===== config.mk =====
export PLATFORM = sky130hd
export DESIGN_NAME = dmem_arbiter
export DESIGN_NICKNAME = d
export VERILOG_FILES = /design/src/rtl/dmem_arbiter.sv
export SDC_FILE = /design/constraint.sdc
export NUM_CORES = 1
export LEC_CHECK = 0
export ABC_AREA = 0
export BUFFER_PORTS_ARGS = -buffer_cell sky130_fd_sc_hd__buf_2
export CORE_ASPECT_RATIO = 2
export CORE_MARGIN = 3
export CORE_UTILIZATION = 42
export DETAILED_ROUTE_END_ITERATION = 8
export PLACE_DENSITY_LB_ADDON = 0.2
export RECOVER_POWER = 25
export SYNTH_ARGS = -nofsm -noshare
export SYNTH_HDL_FRONTEND = slang
export SYNTH_SLANG_ARGS = --single-unit

===== constraint.sdc =====
create_clock -name CLK -period 1.6 [get_ports CLK]
set_input_delay 0 -clock CLK [delete_from_list [all_inputs] [get_ports CLK]]
set_output_delay 0 -clock CLK [all_outputs]
set_load 0.05 [all_outputs]

===== src/rtl/dmem_arbiter.sv =====
// -----------------------------------------------------------------------------
// dmem_arbiter
//
// Two-port arbiter and sequencer for the single-port 32-word data memory.
// Port 0 is the core load/store path and port 1 is the test/loader master.
// One request is granted at a time. Each transaction runs IDLE (grant) ->
// ACCESS (memory cycle) -> registered response in the following cycle.
//
// Optional feature macro: DMEM_ARB_RR_EN
//   defined     : round-robin tie-break between the two ports
//   not defined : fixed priority, port 0 wins ties (no pointer register)
//
// Parameters:
//   AW  word-address width; valid addresses are 0 .. 2^AW-1
//   DW  data width
//
// Ports:
//   CLK                   clock, all state updates on posedge
//   RST                   asynchronous active-low reset
//   p0_req / p1_req       level request, held until the matching gnt
//   p0_we / p1_we         1 = store, 0 = load
//   p0_addr / p1_addr     32-bit word address
//   p0_wdata / p1_wdata   store data
//   p0_gnt / p1_gnt       one-cycle grant (combinational from req and state)
//   p0_rvalid / p1_rvalid one-cycle response strobe (loads and stores)
//   p0_rdata / p1_rdata   load data, nonzero only with rvalid
//   p0_err / p1_err       out-of-range flag, only with rvalid
//   mem_we/mem_addr/mem_wd memory command, driven only in ACCESS
//   mem_rd                combinational memory read data
// -----------------------------------------------------------------------------
module dmem_arbiter #(
  parameter int AW = 5,
  parameter int DW = 32
) (
  input  logic          CLK,
  input  logic          RST,
  input  logic          p0_req,
  input  logic          p0_we,
  input  logic [31:0]   p0_addr,
  input  logic [DW-1:0] p0_wdata,
  input  logic          p1_req,
  input  logic          p1_we,
  input  logic [31:0]   p1_addr,
  input  logic [DW-1:0] p1_wdata,
  output logic          p0_gnt,
  output logic          p1_gnt,
  output logic          p0_rvalid,
  output logic          p1_rvalid,
  output logic [DW-1:0] p0_rdata,
  output logic [DW-1:0] p1_rdata,
  output logic          p0_err,
  output logic          p1_err,
  output logic          mem_we,
  output logic [31:0]   mem_addr,
  output logic [DW-1:0] mem_wd,
  input  logic [DW-1:0] mem_rd
);

  typedef enum logic {
    IDLE   = 1'b0,
    ACCESS = 1'b1
  } state_t;

  state_t        state_q, state_d;
  logic          we_q, we_d;
  logic [31:0]   addr_q, addr_d;
  logic [DW-1:0] wdata_q, wdata_d;
  logic          id_q, id_d;          // 0 = port 0 owns the transaction
  logic          p0_rvalid_q, p0_rvalid_d;
  logic          p1_rvalid_q, p1_rvalid_d;
  logic [DW-1:0] p0_rdata_q, p0_rdata_d;
  logic [DW-1:0] p1_rdata_q, p1_rdata_d;
  logic          p0_err_q, p0_err_d;
  logic          p1_err_q, p1_err_d;
  logic          win_s;               // 1 = port 1 wins this IDLE cycle
  logic          in_range_s;
  logic [DW-1:0] rdata_s;

`ifdef DMEM_ARB_RR_EN
  logic          last_q, last_d;      // port granted most recently
`endif

  // Upper address bits beyond the memory size must be zero.
  assign in_range_s = (addr_q[31:AW] == {(32-AW){1'b0}});

  // Tie-break: round-robin favours the port not granted last; fixed
  // priority always favours port 0.
  always_comb begin
    win_s = 1'b0;
`ifdef DMEM_ARB_RR_EN
    if (p0_req && p1_req) begin
      win_s = ~last_q;
    end else begin
      win_s = ~p0_req;
    end
`else
    win_s = ~p0_req;
`endif
  end

  // Next-state, grant and memory-command decode.
  always_comb begin
    state_d     = state_q;
    we_d        = we_q;
    addr_d      = addr_q;
    wdata_d     = wdata_q;
    id_d        = id_q;
    p0_gnt      = 1'b0;
    p1_gnt      = 1'b0;
    p0_rvalid_d = 1'b0;
    p1_rvalid_d = 1'b0;
    p0_rdata_d  = {DW{1'b0}};
    p1_rdata_d  = {DW{1'b0}};
    p0_err_d    = 1'b0;
    p1_err_d    = 1'b0;
    mem_we      = 1'b0;
    mem_addr    = 32'd0;
    mem_wd      = {DW{1'b0}};
    rdata_s     = {DW{1'b0}};
`ifdef DMEM_ARB_RR_EN
    last_d      = last_q;
`endif
    case (state_q)
      IDLE: begin
        // Gating with RST keeps grants low while reset is asserted.
        if (RST && (p0_req || p1_req)) begin
          p0_gnt  = ~win_s;
          p1_gnt  = win_s;
          id_d    = win_s;
          we_d    = win_s ? p1_we    : p0_we;
          addr_d  = win_s ? p1_addr  : p0_addr;
          wdata_d = win_s ? p1_wdata : p0_wdata;
          state_d = ACCESS;
`ifdef DMEM_ARB_RR_EN
          last_d  = win_s;
`endif
        end else begin
          state_d = IDLE;
        end
      end
      ACCESS: begin
        mem_addr = addr_q;
        mem_wd   = wdata_q;
        mem_we   = we_q & in_range_s;
        if (in_range_s && !we_q) begin
          rdata_s = mem_rd;
        end else begin
          rdata_s = {DW{1'b0}};
        end
        if (id_q) begin
          p1_rvalid_d = 1'b1;
          p1_rdata_d  = rdata_s;
          p1_err_d    = ~in_range_s;
        end else begin
          p0_rvalid_d = 1'b1;
          p0_rdata_d  = rdata_s;
          p0_err_d    = ~in_range_s;
        end
        state_d = IDLE;
      end
      default: begin
        state_d = IDLE;
      end
    endcase
  end

  // State, latched command and registered response.
  always_ff @(posedge CLK or negedge RST) begin
    if (!RST) begin
      state_q     <= IDLE;
      we_q        <= 1'b0;
      addr_q      <= 32'd0;
      wdata_q     <= {DW{1'b0}};
      id_q        <= 1'b0;
      p0_rvalid_q <= 1'b0;
      p1_rvalid_q <= 1'b0;
      p0_rdata_q  <= {DW{1'b0}};
      p1_rdata_q  <= {DW{1'b0}};
      p0_err_q    <= 1'b0;
      p1_err_q    <= 1'b0;
    end else begin
      state_q     <= state_d;
      we_q        <= we_d;
      addr_q      <= addr_d;
      wdata_q     <= wdata_d;
      id_q        <= id_d;
      p0_rvalid_q <= p0_rvalid_d;
      p1_rvalid_q <= p1_rvalid_d;
      p0_rdata_q  <= p0_rdata_d;
      p1_rdata_q  <= p1_rdata_d;
      p0_err_q    <= p0_err_d;
      p1_err_q    <= p1_err_d;
    end
  end

`ifdef DMEM_ARB_RR_EN
  // Round-robin pointer; reset to port 1 so port 0 wins the first tie.
  always_ff @(posedge CLK or negedge RST) begin
    if (!RST) begin
      last_q <= 1'b1;
    end else begin
      last_q <= last_d;
    end
  end
`endif

  assign p0_rvalid = p0_rvalid_q;
  assign p1_rvalid = p1_rvalid_q;
  assign p0_rdata  = p0_rdata_q;
  assign p1_rdata  = p1_rdata_q;
  assign p0_err    = p0_err_q;
  assign p1_err    = p1_err_q;

endmodule

==> metrics <==
MaxCap Viol Count 0; Worst Reg-to-Reg Cells 8; hold crit path type in -> reg; CTS sink cnt 135; CTS Buffer Depth 2; Detailed Place HPWL 14.1 mm; reg2reg setup slack -0.27 ns; Detailed Routing Iterations Pass 1 5; hold path endpoint wdata_q[6]; Routability Congestion 0.856; Synth top area share 54.6%; FF/Latch Area 3380 µm²; total gr overflow 0; FILL cells 957; RSZ-0062 raised after global routing true; initial antenna violation count 1; Setup Skew 0.0142 ns; DR iter-0 viols 335; synthesis-stage register bit count 135; status finished with violations; failing checks negative setup slack; Syn Nets 747; CP Capture Type flop; CP required 1.91 ns; chip height 178 µm; reg2reg end p0_rdata[29]; Startpoint Class flop; final WL 26.8 mm; leading area contributor after synthesis dfrtp_1; layout cell share with drive strength beyond 1 48.2%; die footprint 16,300 µm²; worst-path fanout max 8; Synth area leaders dfrtp_1, a221o_1, nor4b_1, and2_1, nor3_1; DRC 0; vias in the first global route 6,857; Final TNS setup -9.73 ns; DP Area 8100 µm²; cts bufs inserted 17; clock root buffer clkbuf_16; Initial Util 42.8%; PD cells 935 nW/µm²; Hold Fails Final Rpt 0; CTS tree built; synth warn 0; critical path arrival 2.18 ns; Tmin final 1.87 ns; Leak 0.00577 µW; Post-Syn Area 6180 µm²; Fmax 536 MHz; Placed Instances 1,043; VDD IR max 0.708 mV; vias per inst 5.66; Tcrit/Tclk final 117%; routed via count 6,901; core footprint 14,400 µm²; Slew Limit Headroom 17.5%; worst r2r src addr_q[26]; hold_sp p1_wdata[6]; Layout Cells excl Fill 1,220; post-synth cell types 22; clock latency on the worst-skew pair 0.41 ns; Final setup viols 70; setup slack after layout -0.266 ns; PortBufs 300; worst setup path category reg -> reg; Final nets 1,180; Multi-input gate area 3220 µm²; fin. max-slew vios 0; H-tree Lvls 4; Clk pin slew, worst setup/hold paths 0.07 ns; Routed wire per std cell 21.9 µm; Die W 91.8 µm; Synth Area per Inst 10.6 µm²; Final Instance Area 11,200 µm²; post-layout util 77.6%; first-pass GRT wire length 35.7 mm; GR Util All Layers 27.9%; area growth from synthesis to layout 81.1%; largest net degree at the start of global routing 136; I/O pins 301; Post-Syn Instances 581; worst-margin pin slew 1.24 ns; worst hold path cell count 3; Routed Antenna Nets 0; Rows 62; register area share after synthesis 54.6%; hold slack 0.0542 ns
-- critical path, stage by stage, from the launching register on --
cell       delay, ns
dfrtp_1         0.39
nor4_2          0.29
buf_4           0.17
nand3_4         0.08
buf_12          0.14
buf_4           0.15
buf_12          0.15
clkbuf_16       0.18
nor3_2          0.20
-- power by group --
part / switching [µW] / leakage, µW / total (µW) / internal (µW)
Clock: 1660 / 0.000280 / 3890 / 2230
Sequential: 256 / 0.00176 / 3980 / 3720
Combinational: 1460 / 0.00373 / 2610 / 1150
Total: 3380 / 0.00577 / 10500 / 7100
-- cell usage after synthesis --
cell,instances
nand2b_1,1
or2_1,1
nand2_1,65
inv_1,5
and4_1,1
nor4_1,8
nor3_1,64
and3_1,1
nand3_1,1
dfrtp_1,135
nor2_1,3
nand4_1,1
buf_1,6
a221o_1,65
a21oi_1,3
nor2b_1,31
and2_1,64
clkbuf_1,51
nand2b_4,1
buf_6,3
buf_2,6
nor4b_1,65
-- stage by stage --
stage	total power (µW)	setup slack (ns)
detailed placement	6010	-0.0934
floorplan	5220	-0.0721
global route	10800	-0.357
finish	10500	-0.266
CTS	10200	-0.267
global placement	5950	-0.0517
-- routing by layer --
layer	wire length (µm)	part of all wire (%)	global-route usage (%)
met1	9160	34	31.1
met2	14700	55	50.2
met3	1690	6.3	4.92
met4	1260	4.7	14.5
met5	0	0	0
-- how the worst max path moves through the flow --
| stage | start | endpoint | slack, ns |
|---|---|---|---|
| 6_report | addr_q[26] | p0_rdata[29] | -0.27 |
| 5_1_grt | addr_q[26] | mem_we | -0.36 |
| 2_1_floorplan | addr_q[25] | mem_we | -0.07 |
| 3_3_place_gp | addr_q[20] | mem_we | -0.05 |
| 3_5_place_dp | addr_q[20] | p1_rdata[25] | -0.09 |
| 4_1_cts | addr_q[7] | mem_we | -0.27 |
-- kinds of logic (layout without fill, tap and decap cells) --
logic type / Yosys count / count (layout) / share of synthesized area, %
other: 0 / 1 / 0
buffers and inverters: 71 / 517 / 4.80
AOI/OAI and AO/OA: 68 / 68 / 10.8
and+or+nand+nor: 307 / 307 / 29.8
DFF: 135 / 135 / 54.6
-- cell type report --
cell class / instances / area share (%)
antenna: 1 / 0.0223
multi-input combinational: 375 / 28.7
clock inverter: 14 / 1.25
inverter: 5 / 0.168
timing repair buffer: 480 / 33.6
sequential: 135 / 30.2
tap: 192 / 2.15
clock buffer: 18 / 3.92
-- what timing repair did --
action,CTS,global route
hold buffers,98,0
cloned,6,12
buffers inserted,13,18
hold endpoints to repair,263,0
pin swaps,30,55
resized for setup,88,101
endpoints found under the setup margin,130,94
-- layout by cell type (no fill, tap or decap), drive strengths merged --
master       instances
dfrtp              135
clkbuf              34
nand2               65
nand3                1
clkinvlp             2
and3                 1
a221o               65
nor2                 3
buf                366
nor4                 8
nor2b               31
and4                 1
nor4b               65
a21oi                3
nand2b               2
nand4                1
or2                  1
diode                1
nor3                64
bufinv               1
dlygate4sd3         98
and2                64
clkinv               5
inv                 11
-- state kept, by name, indices dropped and copies added (netlist names) --
register / cells
p1_rvalid: 1
p0_rdata: 32
wdata_q: 32
p0_err: 1
id_q: 1
p0_rvalid: 1
addr_q: 32
state_q: 1
we_q: 1
p1_err: 1
p1_rdata: 32
No activity file was read; power rests on OpenSTA's default activity.
